[src/rtl/edit_pulse_gen.sv]
// Edit-mode increment pulse generator for a clock/alarm setting UI.
// An increase press makes one increment strobe. Holding the button then
// auto-repeats: the first repeat comes after REPEAT_DELAY ticks and later
// repeats come every REPEAT_PERIOD ticks. The nextField button cycles
// through the fields of the current view. If the edit target changes while
// the button is held, repeating stops (LOCKOUT) until the button is released.
module edit_pulse_gen #(
  parameter  int NUM_VIEWS     = 2,
  parameter  int NUM_FIELDS    = 2,
  parameter  int REPEAT_DELAY  = 500,
  parameter  int REPEAT_PERIOD = 100,
  localparam int VIEW_W  = (NUM_VIEWS  > 1) ? $clog2(NUM_VIEWS)  : 1,
  localparam int FIELD_W = (NUM_FIELDS > 1) ? $clog2(NUM_FIELDS) : 1,
  localparam int MAX_CNT = (REPEAT_DELAY > REPEAT_PERIOD) ? REPEAT_DELAY : REPEAT_PERIOD,
  localparam int CNT_W   = $clog2(MAX_CNT + 1),
  localparam int NPULSE  = NUM_VIEWS * NUM_FIELDS
) (
  input  logic               clk,
  input  logic               resetN,
  input  logic               tick,
  input  logic               editMode,
  input  logic [VIEW_W-1:0]  viewSel,
  input  logic               increase,
  input  logic               nextField,
  output logic [NPULSE-1:0]  incPulse,
  output logic [FIELD_W-1:0] selected,
  output logic               repeating
);

  typedef enum logic [1:0] {IDLE, DELAY, REPEAT, LOCKOUT} state_t;

  state_t              state, nextState;
  logic [CNT_W-1:0]    cnt, nextCnt;
  logic                prevInc, prevNext;
  logic [VIEW_W-1:0]   prevView;
  logic                incPress, nextPress, selAdvance, fire;
  logic [NPULSE-1:0]   pulseBits;

  assign incPress   = increase  & ~prevInc;
  assign nextPress  = nextField & ~prevNext;
  assign selAdvance = editMode  & nextPress;

  // Register the FSM state and the repeat counter.
  always_ff @(posedge clk) begin
    if (!resetN) begin
      state <= IDLE;
      cnt   <= '0;
    end else begin
      state <= nextState;
      cnt   <= nextCnt;
    end
  end

  // Next-state and pulse-event logic. Release has highest priority, so an
  // expiring tick in the same cycle as a release makes no pulse. A target
  // change (view switch or edit mode dropping) also kills the pulse. A field
  // advance in the same cycle as a pulse lets the pulse through on the old
  // field, and then the FSM enters lockout.
  always_comb begin
    nextState = state;
    nextCnt   = cnt;
    fire      = 1'b0;
    case (state)
      IDLE: begin
        if (editMode && incPress) begin
          fire      = 1'b1;
          nextCnt   = CNT_W'(REPEAT_DELAY);
          nextState = selAdvance ? LOCKOUT : DELAY;
        end
      end
      DELAY, REPEAT: begin
        if (!increase) begin
          nextState = IDLE;
        end else if (!editMode || (viewSel != prevView)) begin
          nextState = LOCKOUT;
        end else if (tick && (cnt == CNT_W'(1))) begin
          fire      = 1'b1;
          nextCnt   = CNT_W'(REPEAT_PERIOD);
          nextState = selAdvance ? LOCKOUT : REPEAT;
        end else if (selAdvance) begin
          nextState = LOCKOUT;
        end else if (tick) begin
          nextCnt = cnt - CNT_W'(1);
        end
      end
      LOCKOUT: begin
        if (!increase) nextState = IDLE;
      end
      default: nextState = IDLE;
    endcase
  end

  // Decode the pulse event to the one-hot {view, field} strobe. A viewSel
  // with no matching view decodes to nothing, but the FSM still runs.
  for (genvar v = 0; v < NUM_VIEWS; v++) begin : gView
    for (genvar f = 0; f < NUM_FIELDS; f++) begin : gField
      assign pulseBits[v*NUM_FIELDS+f] = fire && (viewSel == VIEW_W'(v)) &&
                                         (selected == FIELD_W'(f));
    end
  end

  // Register the edge-detect history, the outputs and the field selection.
  // The history loads 1 in reset, so a button held through reset does not
  // count as a press. The pulse is masked by its previous value: when
  // REPEAT_DELAY or REPEAT_PERIOD is 1 with back-to-back ticks, a strobe
  // bit must not stay high for two cycles in a row.
  always_ff @(posedge clk) begin
    if (!resetN) begin
      prevInc   <= 1'b1;
      prevNext  <= 1'b1;
      prevView  <= '0;
      incPulse  <= '0;
      selected  <= '0;
      repeating <= 1'b0;
    end else begin
      prevInc   <= increase;
      prevNext  <= nextField;
      prevView  <= viewSel;
      incPulse  <= pulseBits & ~incPulse;
      repeating <= (nextState == REPEAT);
      if (!editMode)
        selected <= '0;
      else if (nextPress)
        selected <= (selected == FIELD_W'(NUM_FIELDS - 1)) ? '0 : selected + FIELD_W'(1);
    end
  end

endmodule

[config.mk]
export PLATFORM = sky130hd
export DESIGN_NAME = edit_pulse_gen
export DESIGN_NICKNAME = d
export VERILOG_FILES = /design/src/rtl/edit_pulse_gen.sv
export SDC_FILE = /design/constraint.sdc
export NUM_CORES = 1
export LEC_CHECK = 0
export BUFFER_PORTS_ARGS = -buffer_cell sky130_fd_sc_hd__buf_2
export CAP_MARGIN = 15
export CORE_MARGIN = 3
export CORE_UTILIZATION = 45
export CTS_CLUSTER_SIZE = 28
export DETAILED_ROUTE_END_ITERATION = 10
export GPL_ROUTABILITY_DRIVEN = 0
export SLEW_MARGIN = 40
export SYNTH_ARGS = -nofsm -noshare
export SYNTH_HDL_FRONTEND = slang
export SYNTH_SLANG_ARGS = --single-unit
[constraint.sdc]
create_clock -name clk -period 4.7 [get_ports clk]
set_input_delay 0.235 -clock clk [delete_from_list [all_inputs] [get_ports clk]]
set_output_delay 0.235 -clock clk [all_outputs]
set_load 0.05 [all_outputs]
==> impl_results.md, run 1 <==
- Worst path slowest cell: a21oi_1
- Setup TNS: 0 ns
- Clock Latency Late Sink: 0.30 ns
- Max Freq: 415 MHz
- CTS tree: yes
- Reg-to-Reg Start: state[1]
- Lkg Pwr: 0.494 nW
- Clock Tree Buf Depth: 2
- DRT Pass-1 Iters: 5
- First-pass GRT wire length: 4510 um
- CP endpoint: cnt[0]
- Synth Instances: 138
- Core area: 2360 um2
- CP Class: reg2reg
- Total gr overflow: 0
- Final Hold Vio Count: 0
- Period utilization: 51.3%
- Standard-cell rows: 17
- Post-synth top flop: dfxtp_1
- WL/cell: 15.6 um
- TritonCTS Buffers: 3
- Die extent in x: 57.3 um
- Max-cap violations: 0
- Met3 Usage GRT: 6.11%
- Vias in the first global route: 942
- PortBufs: 12
- Placed cell area: 1260 um2
- Final min period: 2.41 ns
- Clk slew on worst S/H paths: 0.10 ns
- Asr flop ratio synth: 0%
- Most frequent cells in the layout: dfxtp_1, nand2_1, buf_2
- Worst path max stage delay: 0.58 ns
- Post-CTS setup buffer count: 0
- Synth Warn #: 0
- Initial DRC Count: 30
- Tightest hold margin: 0.161 ns
- Ant diodes: 0
- Yosys cell types: 49
- Post-DP HPWL: 2010 um
- Antenna violations before repair: 0
- Ports: 13
- Post-DRT Antenna Nets: 0
- CP startpoint: state[1]
- Initial Utilization: 50.2%
- Commonest non-fill, non-tap cell in the layout: dfxtp_1
- HP Class: in2reg
- Post-synth top area share: 33.8%
- Slew @ Worst Pin: 0.726 ns
- RSZ-0062 raised after global routing: no
- Clock skew: 0.00224 ns
- Post-synth net total: 149
- Layout cell share with drive strength beyond 1: 15.6%
- Peak-usage layer in the global routing report: met1
- CP max FO: 10
- Design area: 1280 um2
- Depth of the most critical reg-to-reg path: 6
- Largest net degree at the start of global routing: 22
- Mapped Avg Cell Area: 8.60 um2
- WP data arrival: 2.64 ns
- Met2 Resource Use GR: 24.2%
- Die area: 3290 um2
- Final Max Tran Viols: 0
- Fin cells: 175
- Drt total wl: 2730 um
- DRC violations left: 0
- Synthesis-stage register bit count: 20
- Fin nets: 160
- R2R Setup Slk: 2.29 ns
- Synth Cell Area: 1190 um2
- DR vias/cell: 6.38
- Critical Path Start Type: register
- Root buf cell: clkbuf_4
- Required time of the critical path: 4.93 ns
- Area contributors post-synth: dfxtp_1, ha_1, nand2_1
- Worst slew margin: 51.6%
- Die Ht: 57.3 um
- M1 GR Usage: 25.6%
- Maximum VDD drop: 0.200 mV
- Vias: 1117
- Cell taking the most area after synthesis: dfxtp_1
- Syn-to-layout area delta: 7.91%
- Final setup viols: 0
- Sequential area share after synthesis: 33.8%
- Post_cts resized: 0
- Worst slack, placed: 2.33 ns
- # H-tree levels: 1
- Status: completed
- Post-CTS Hold Buffers: 0
- CTS Sinks: 20
- Type of destination of the critical path: register
- Dpl cells: 172
- Final worst slack: 2.29 ns
- Total Routing Usage GR: 17.4%
- Pwr per Cell Area: 245 nW/um2
- Critical path cell sequence: inv_1 -> ha_1 -> clkinv_1 -> a21oi_1 -> a211o_1 -> mux2i_1
- Reg-to-reg endpoint: cnt[0]
- Number of synthesized flops with an enable pin: 0
-- registers in the layout, indices dropped and copies added (netlist names) --
signal,cells
cnt,9
incPulse,4
state,2
prevInc,1
prevNext,1
prevView,1
repeating,1
selected,1
-- cells by family (layout without fill, tap and decap cells) --
group / count (synthesis) / count (layout) / share of synthesized area [%]
AND/OR/NAND/NOR: 59 / 59 / 31.3
AO/OA/AOI/OAI: 35 / 35 / 21.8
flip-flops: 20 / 20 / 33.8
buffers and inverters: 15 / 24 / 4.85
adder cells (fa/ha/maj): 4 / 4 / 4.22
multiplexers: 3 / 3 / 2.53
XOR/XNOR: 2 / 2 / 1.48
-- how the worst min path moves through the flow --
stage,endpoint,cells after the start,startpoint,slack (ns)
floorplan,prevInc,1,increase,0.34
global placement,incPulse[3],1,incPulse[3],0.40
detailed placement,incPulse[3],1,incPulse[3],0.42
CTS,prevNext,2,nextField,0.16
global route,prevNext,2,nextField,0.15
finish,prevNext,2,nextField,0.16
-- through the flow --
step	utilization, %	power [mW]
4_1_cts	54.2	0.317
2_1_floorplan	-	0.223
5_1_grt	54.2	0.334
6_report	54.2	0.313
3_3_place_gp	53.3	0.238
3_5_place_dp	53.3	0.237
-- cell usage after synthesis (all sizes together) (2+ instances only) --
master and n:
nor4b 3, o41ai 2, nor2 7, nand3b 3, clkbuf 5, or4b 2, and2 2, o31a 2
nand2b 5, inv 8, nor2b 2, o22ai 2, o21ai 4, nor4 3, nor3 3, and3 2
o211ai 3, mux2i 3, o32ai 2, dfxtp 20, xnor2 2, nand3 5, ha 4, nand4b 2
a31oi 2, nand2 12, a211oi 2, a2111oi 3, nand4 3, a21oi 7
-- cell type report --
| class | count | area [um2] |
|---|---|---|
| Multi-Input combinational cell | 103 | 728 |
| Sequential cell | 20 | 400 |
| Tap cell | 28 | 35.0 |
| Timing Repair Buffer | 12 | 60.1 |
| Fill cell | 231 | 1080 |
| Inverter | 9 | 33.8 |
| Clock buffer | 3 | 22.5 |
-- power breakdown --
part	leakage, nW	switching (mW)	internal [mW]
combinational	0.317	0.0332	0.0215
sequential	0.163	0.00519	0.175
clock	0.0138	0.0487	0.0299
-- critical path: cells and delay by family, from the launching register on --
kind | cells | cell delay, ns
AO/OA/AOI/OAI | 2 | 0.90
adder cells (fa/ha/maj) | 1 | 0.45
flip-flops | 1 | 0.40
buffers and inverters | 2 | 0.37
multiplexers | 1 | 0.22
-- routing by layer --
metal | up-vias | wire [um]
met5 | - | 0
met4 | 0 | 19
met3 | 4 | 234
met2 | 46 | 1140
met1 | 517 | 1330
li1 | 550 | -
No activity file was read; power rests on OpenSTA's default activity.
==> run 2: changes to the inputs <==
PLACE_DENSITY = 0.66   (was not set)
clock period = 2.2 ns   (was 4.7 ns; I/O delays follow)
==> impl_results.md, run 2 (same netlist as run 1, synthesis figures left out) <==
- Root buf cell: clkbuf_4
- Lkg Pwr: 0.519 nW
- Most frequent cells in the layout: dfxtp_1, nand2_1, buf_2
- CTS tree: yes
- CTS Sinks: 20
- Ant diodes: 0
- Worst Hold Launch: nextField
- RSZ-0062 raised after global routing: no
- Post_cts resized: 0
- Max Freq: 478 MHz
- DR vias/cell: 6.27
- Syn-to-layout area delta: 11.8%
- PortBufs: 12
- Reg-to-Reg Start: state[1]
- Worst path max stage delay: 0.59 ns
- Die Ht: 57.3 um
- Period utilization: 95.0%
- Initial DRC Count: 75
- Depth of the most critical reg-to-reg path: 6
- Pwr per Cell Area: 541 nW/um2
- Antenna violations before repair: 0
- Standard-cell rows: 17
- # H-tree levels: 1
- Max reg flops: 9
- Post-DRT Antenna Nets: 0
- Die extent in x: 57.3 um
- Layout cell share with drive strength beyond 1: 19.1%
- Largest net degree at the start of global routing: 22
- Tightest hold margin: 0.0205 ns
- Post-DP HPWL: 2030 um
- R2R Setup Slk: 0.11 ns
- Required time of the critical path: 2.36 ns
- Final min period: 2.09 ns
- Fin nets: 164
- DRT Pass-1 Iters: 5
- Max-cap violations: 0
- CP max FO: 5
- Clock Latency Late Sink: 0.30 ns
- Clock Tree Buf Depth: 2
- Largest regs: cnt x9, incPulse x4, state x2
- Worst slew margin: 61.6%
- Clk slew on worst S/H paths: 0.11 ns
- Initial Utilization: 50.2%
- Setup TNS: 0 ns
- Worst path slowest cell: a2111oi_0
- Hold path cells: 2
- Vias in the first global route: 1002
- WL/cell: 15.1 um
- Reg-to-reg endpoint: cnt[8]
- First-pass GRT wire length: 4490 um
- Slew @ Worst Pin: 0.561 ns
- Vias: 1128
- Final Max Tran Viols: 0
- Post-CTS setup buffer count: 0
- HP Class: in2reg
- Ports: 13
- Clock skew: 0.00660 ns
- Die area: 3290 um2
- Commonest non-fill, non-tap cell in the layout: dfxtp_1
- Final Hold Vio Count: 0
- Total gr overflow: 0
- Drt total wl: 2720 um
- WHS Endpoint: prevNext
- Maximum VDD drop: 0.365 mV
- Core area: 2360 um2
- Largest register by flop count: cnt
- Total Routing Usage GR: 17.2%
- Type of destination of the critical path: register
- Final setup viols: 0
- CP Class: reg2reg
- Status: completed
- Critical path cell sequence: inv_1 -> ha_1 -> nor2b_1 -> nor2_1 -> a2111oi_0 -> o32ai_1
- Post-CTS Hold Buffers: 0
- DRC violations left: 0
- WP data arrival: 2.25 ns
- Critical Path Start Type: register
- TritonCTS Buffers: 3
-- run 2: cell count changes in the layout (fill, tap and decap cells not counted), sizes merged --
cell | before | now
buf | 12 | 16
clkbuf | 3 | 4
-- run 2: worst max path at each step --
stage                   from  cells past startpoint  slack, ns  endpoint
floorplan           state[1]                      7       0.32    cnt[0]
global placement      cnt[0]                      6       0.15    cnt[6]
detailed placement    cnt[0]                      6       0.14    cnt[6]
CTS                   cnt[0]                      6       0.13    cnt[6]
global route        state[1]                      6       0.04    cnt[7]
finish              state[1]                      6       0.11    cnt[8]
-- run 2: critical path, delay by kind of cell, from the launching register on --
family | cells | cell delay, ns
simple gates | 2 | 0.39
fa+ha+maj | 1 | 0.32
buf+inv | 1 | 0.08
compound gates | 2 | 0.78
flops | 1 | 0.39
-- run 2: final cells by class --
cell class | count | area [um2]
Fill cell | 217 | 1030
Multi-Input combinational cell | 103 | 731
Sequential cell | 20 | 400
Timing Repair Buffer | 16 | 90.1
Clock buffer | 4 | 36.3
Tap cell | 28 | 35.0
Inverter | 9 | 33.8
-- run 2: through the flow --
| stage | utilization, % | std cells | power [mW] | area [um2] | setup WS, ns |
|---|---|---|---|---|---|
| 5_1_grt | 56.2 | 180 | 0.760 | 1330 | 0.0370 |
| 3_3_place_gp | 54.5 | 176 | 0.511 | 1290 | 0.153 |
| 2_1_floorplan | - | 138 | 0.476 | 1190 | 0.322 |
| 3_5_place_dp | 54.5 | 176 | 0.511 | 1290 | 0.139 |
| 6_report | 56.2 | 180 | 0.718 | 1330 | 0.110 |
| 4_1_cts | 56.1 | 180 | 0.728 | 1320 | 0.131 |
-- run 2: power by group --
| group | internal (mW) | leakage, nW | total [mW] | switching, mW |
|---|---|---|---|---|
| Combinational | 0.0498 | 0.336 | 0.122 | 0.0721 |
| Clock | 0.101 | 0.0210 | 0.213 | 0.112 |
| Sequential | 0.373 | 0.163 | 0.383 | 0.0105 |
-- run 2: routing by layer --
layer / routed length, um / part of all wire [%] / GRT usage, % / up-vias
li1: - / - / - / 559
met1: 1220 / 45 / 23.6 / 502
met2: 1200 / 44 / 25.5 / 58
met3: 247 / 9.1 / 4.98 / 9
met4: 48 / 1.8 / 5.96 / 0
met5: 0 / 0 / 0 / -
==> run 3: changes to the inputs <==
BUFFER_PORTS_ARGS = not set   (was -buffer_cell sky130_fd_sc_hd__buf_2)
DONT_BUFFER_PORTS = 1   (was not set)
PLACE_DENSITY = not set   (was 0.66)
==> impl_results.md, run 3 (same netlist as run 1, synthesis figures left out) <==
- Most frequent cells in the layout: dfxtp_1, nand2_1, inv_1
- Post-DRT Antenna Nets: 0
- Required time of the critical path: 2.42 ns
- Vias in the first global route: 1024
- R2R Setup Slk: 0.15 ns
- Initial DRC Count: 35
- Reg-to-Reg Start: state[1]
- # H-tree levels: 1
- Final worst slack: 0.149 ns
- Pwr per Cell Area: 603 nW/um2
- Final Hold Vio Count: 0
- WHS Endpoint: incPulse[3]
- Commonest non-fill, non-tap cell in the layout: dfxtp_1
- Post-CTS setup buffer count: 0
- Worst slew margin: 51.2%
- Final core utilization: 57.3%
- CTS tree: yes
- Vias: 1114
- Standard-cell rows: 17
- Reg-to-reg endpoint: cnt[6]
- Die Ht: 57.3 um
- Clock skew: 0.00592 ns
- DR vias/cell: 6.40
- Clk slew on worst S/H paths: 0.13 ns
- Initial Utilization: 50.2%
- Max-cap violations: 0
- Critical Path Start Type: register
- Final Max Tran Viols: 0
- Syn-to-layout area delta: 14.0%
- Layout cell share with drive strength beyond 1: 13.7%
- Clock Tree Buf Depth: 2
- Max Freq: 488 MHz
- CP Class: reg2reg
- Largest regs: cnt x9, incPulse x4, state x2
- Antenna violations before repair: 0
- Total gr overflow: 0
- Ports: 13
- Die area: 3290 um2
- CP max FO: 9
- Clock Latency Late Sink: 0.31 ns
- Max reg flops: 9
- Total Routing Usage GR: 18.5%
- Slew @ Worst Pin: 0.729 ns
- TritonCTS Buffers: 3
- Largest net degree at the start of global routing: 21
- RSZ-0062 raised after global routing: no
- Hold path cells: 2
- WL/cell: 16.4 um
- Final min period: 2.05 ns
- Die extent in x: 57.3 um
- Worst Hold Launch: resetN
- Final setup viols: 0
- Ant diodes: 0
- Tightest hold margin: 0.0145 ns
- PortBufs: 0
- Lkg Pwr: 0.498 nW
- Core area: 2360 um2
- First-pass GRT wire length: 4890 um
- Fin nets: 158
- Largest register by flop count: cnt
- HP Class: in2reg
- CTS Sinks: 20
- Maximum VDD drop: 0.471 mV
- Post-DP HPWL: 2070 um
- Type of destination of the critical path: register
- DRT Pass-1 Iters: 4
- WP data arrival: 2.28 ns
- Drt total wl: 2850 um
- Worst slack, placed: 0.0920 ns
- Status: completed
- Root buf cell: clkbuf_4
- DRC violations left: 0
- Depth of the most critical reg-to-reg path: 6
- Period utilization: 93.2%
- Setup TNS: 0 ns
[run 3: changes by cell type in the layout (fill, tap and decap cells not counted), sizes merged]
cell	before	now
buf	16	5
dlygate4sd3	0	5
bufinv	0	1
clkbuf	4	3
[run 3: report_power, final]
group	total, mW	leakage (nW)	internal, mW	switching (mW)
clock network	0.310	0.0279	0.184	0.126
registers	0.387	0.163	0.373	0.0144
logic	0.118	0.307	0.0526	0.0652
total	0.815	0.498	0.610	0.205
[run 3: worst max path at each step]
stage               startpoint      to  slack, ns
floorplan             state[1]  cnt[0]       0.32
global placement      state[1]  cnt[6]       0.12
detailed placement    state[1]  cnt[3]       0.09
CTS                   state[1]  cnt[3]       0.06
global route          state[1]  cnt[3]      0.001
finish                state[1]  cnt[6]       0.15
[run 3: routing by layer]
layer  GRT usage, %  part of all wire (%)  wire length, um  up-vias
met2           27.3                    45             1280       36
met5              0                     0                0        -
met1           27.2                    48             1360      532
met3           3.62                   6.4              183        2
met4           5.30                  0.95               27        0
li1               -                     -                -      544
[run 3: cell type report]
type                    instances  area [um2]
flip-flops and latches         20         400
well taps                      28        35.0
repair buffers                 10        87.6
fillers                       224        1010
inverters                       9        33.8
multi-input cells             103         743
clock buffers                   3        22.5
clock inverters                 1        30.0
[run 3: through the flow]
step	power, mW	area (um2)	instances
floorplan	0.476	1190	138
global placement	0.496	1230	165
detailed placement	0.496	1230	165
CTS	0.819	1340	174
global route	0.858	1350	174
finish	0.815	1350	174
[run 3: timing repair]
| item | CTS | global route |
|---|---|---|
| endpoints found under the setup margin | 0 | 6 |
| resized for setup | 0 | 4 |
| hold endpoints to repair | 20 | 0 |
| hold buffers | 5 | 0 |
[run 3: critical path: stages (launching register included)]
cell and delay (ns):
dfxtp_1 0.41, inv_1 0.08, ha_1 0.28, nand2_1 0.11
o2111ai_2 0.30, or4b_1 0.60, and4_1 0.18
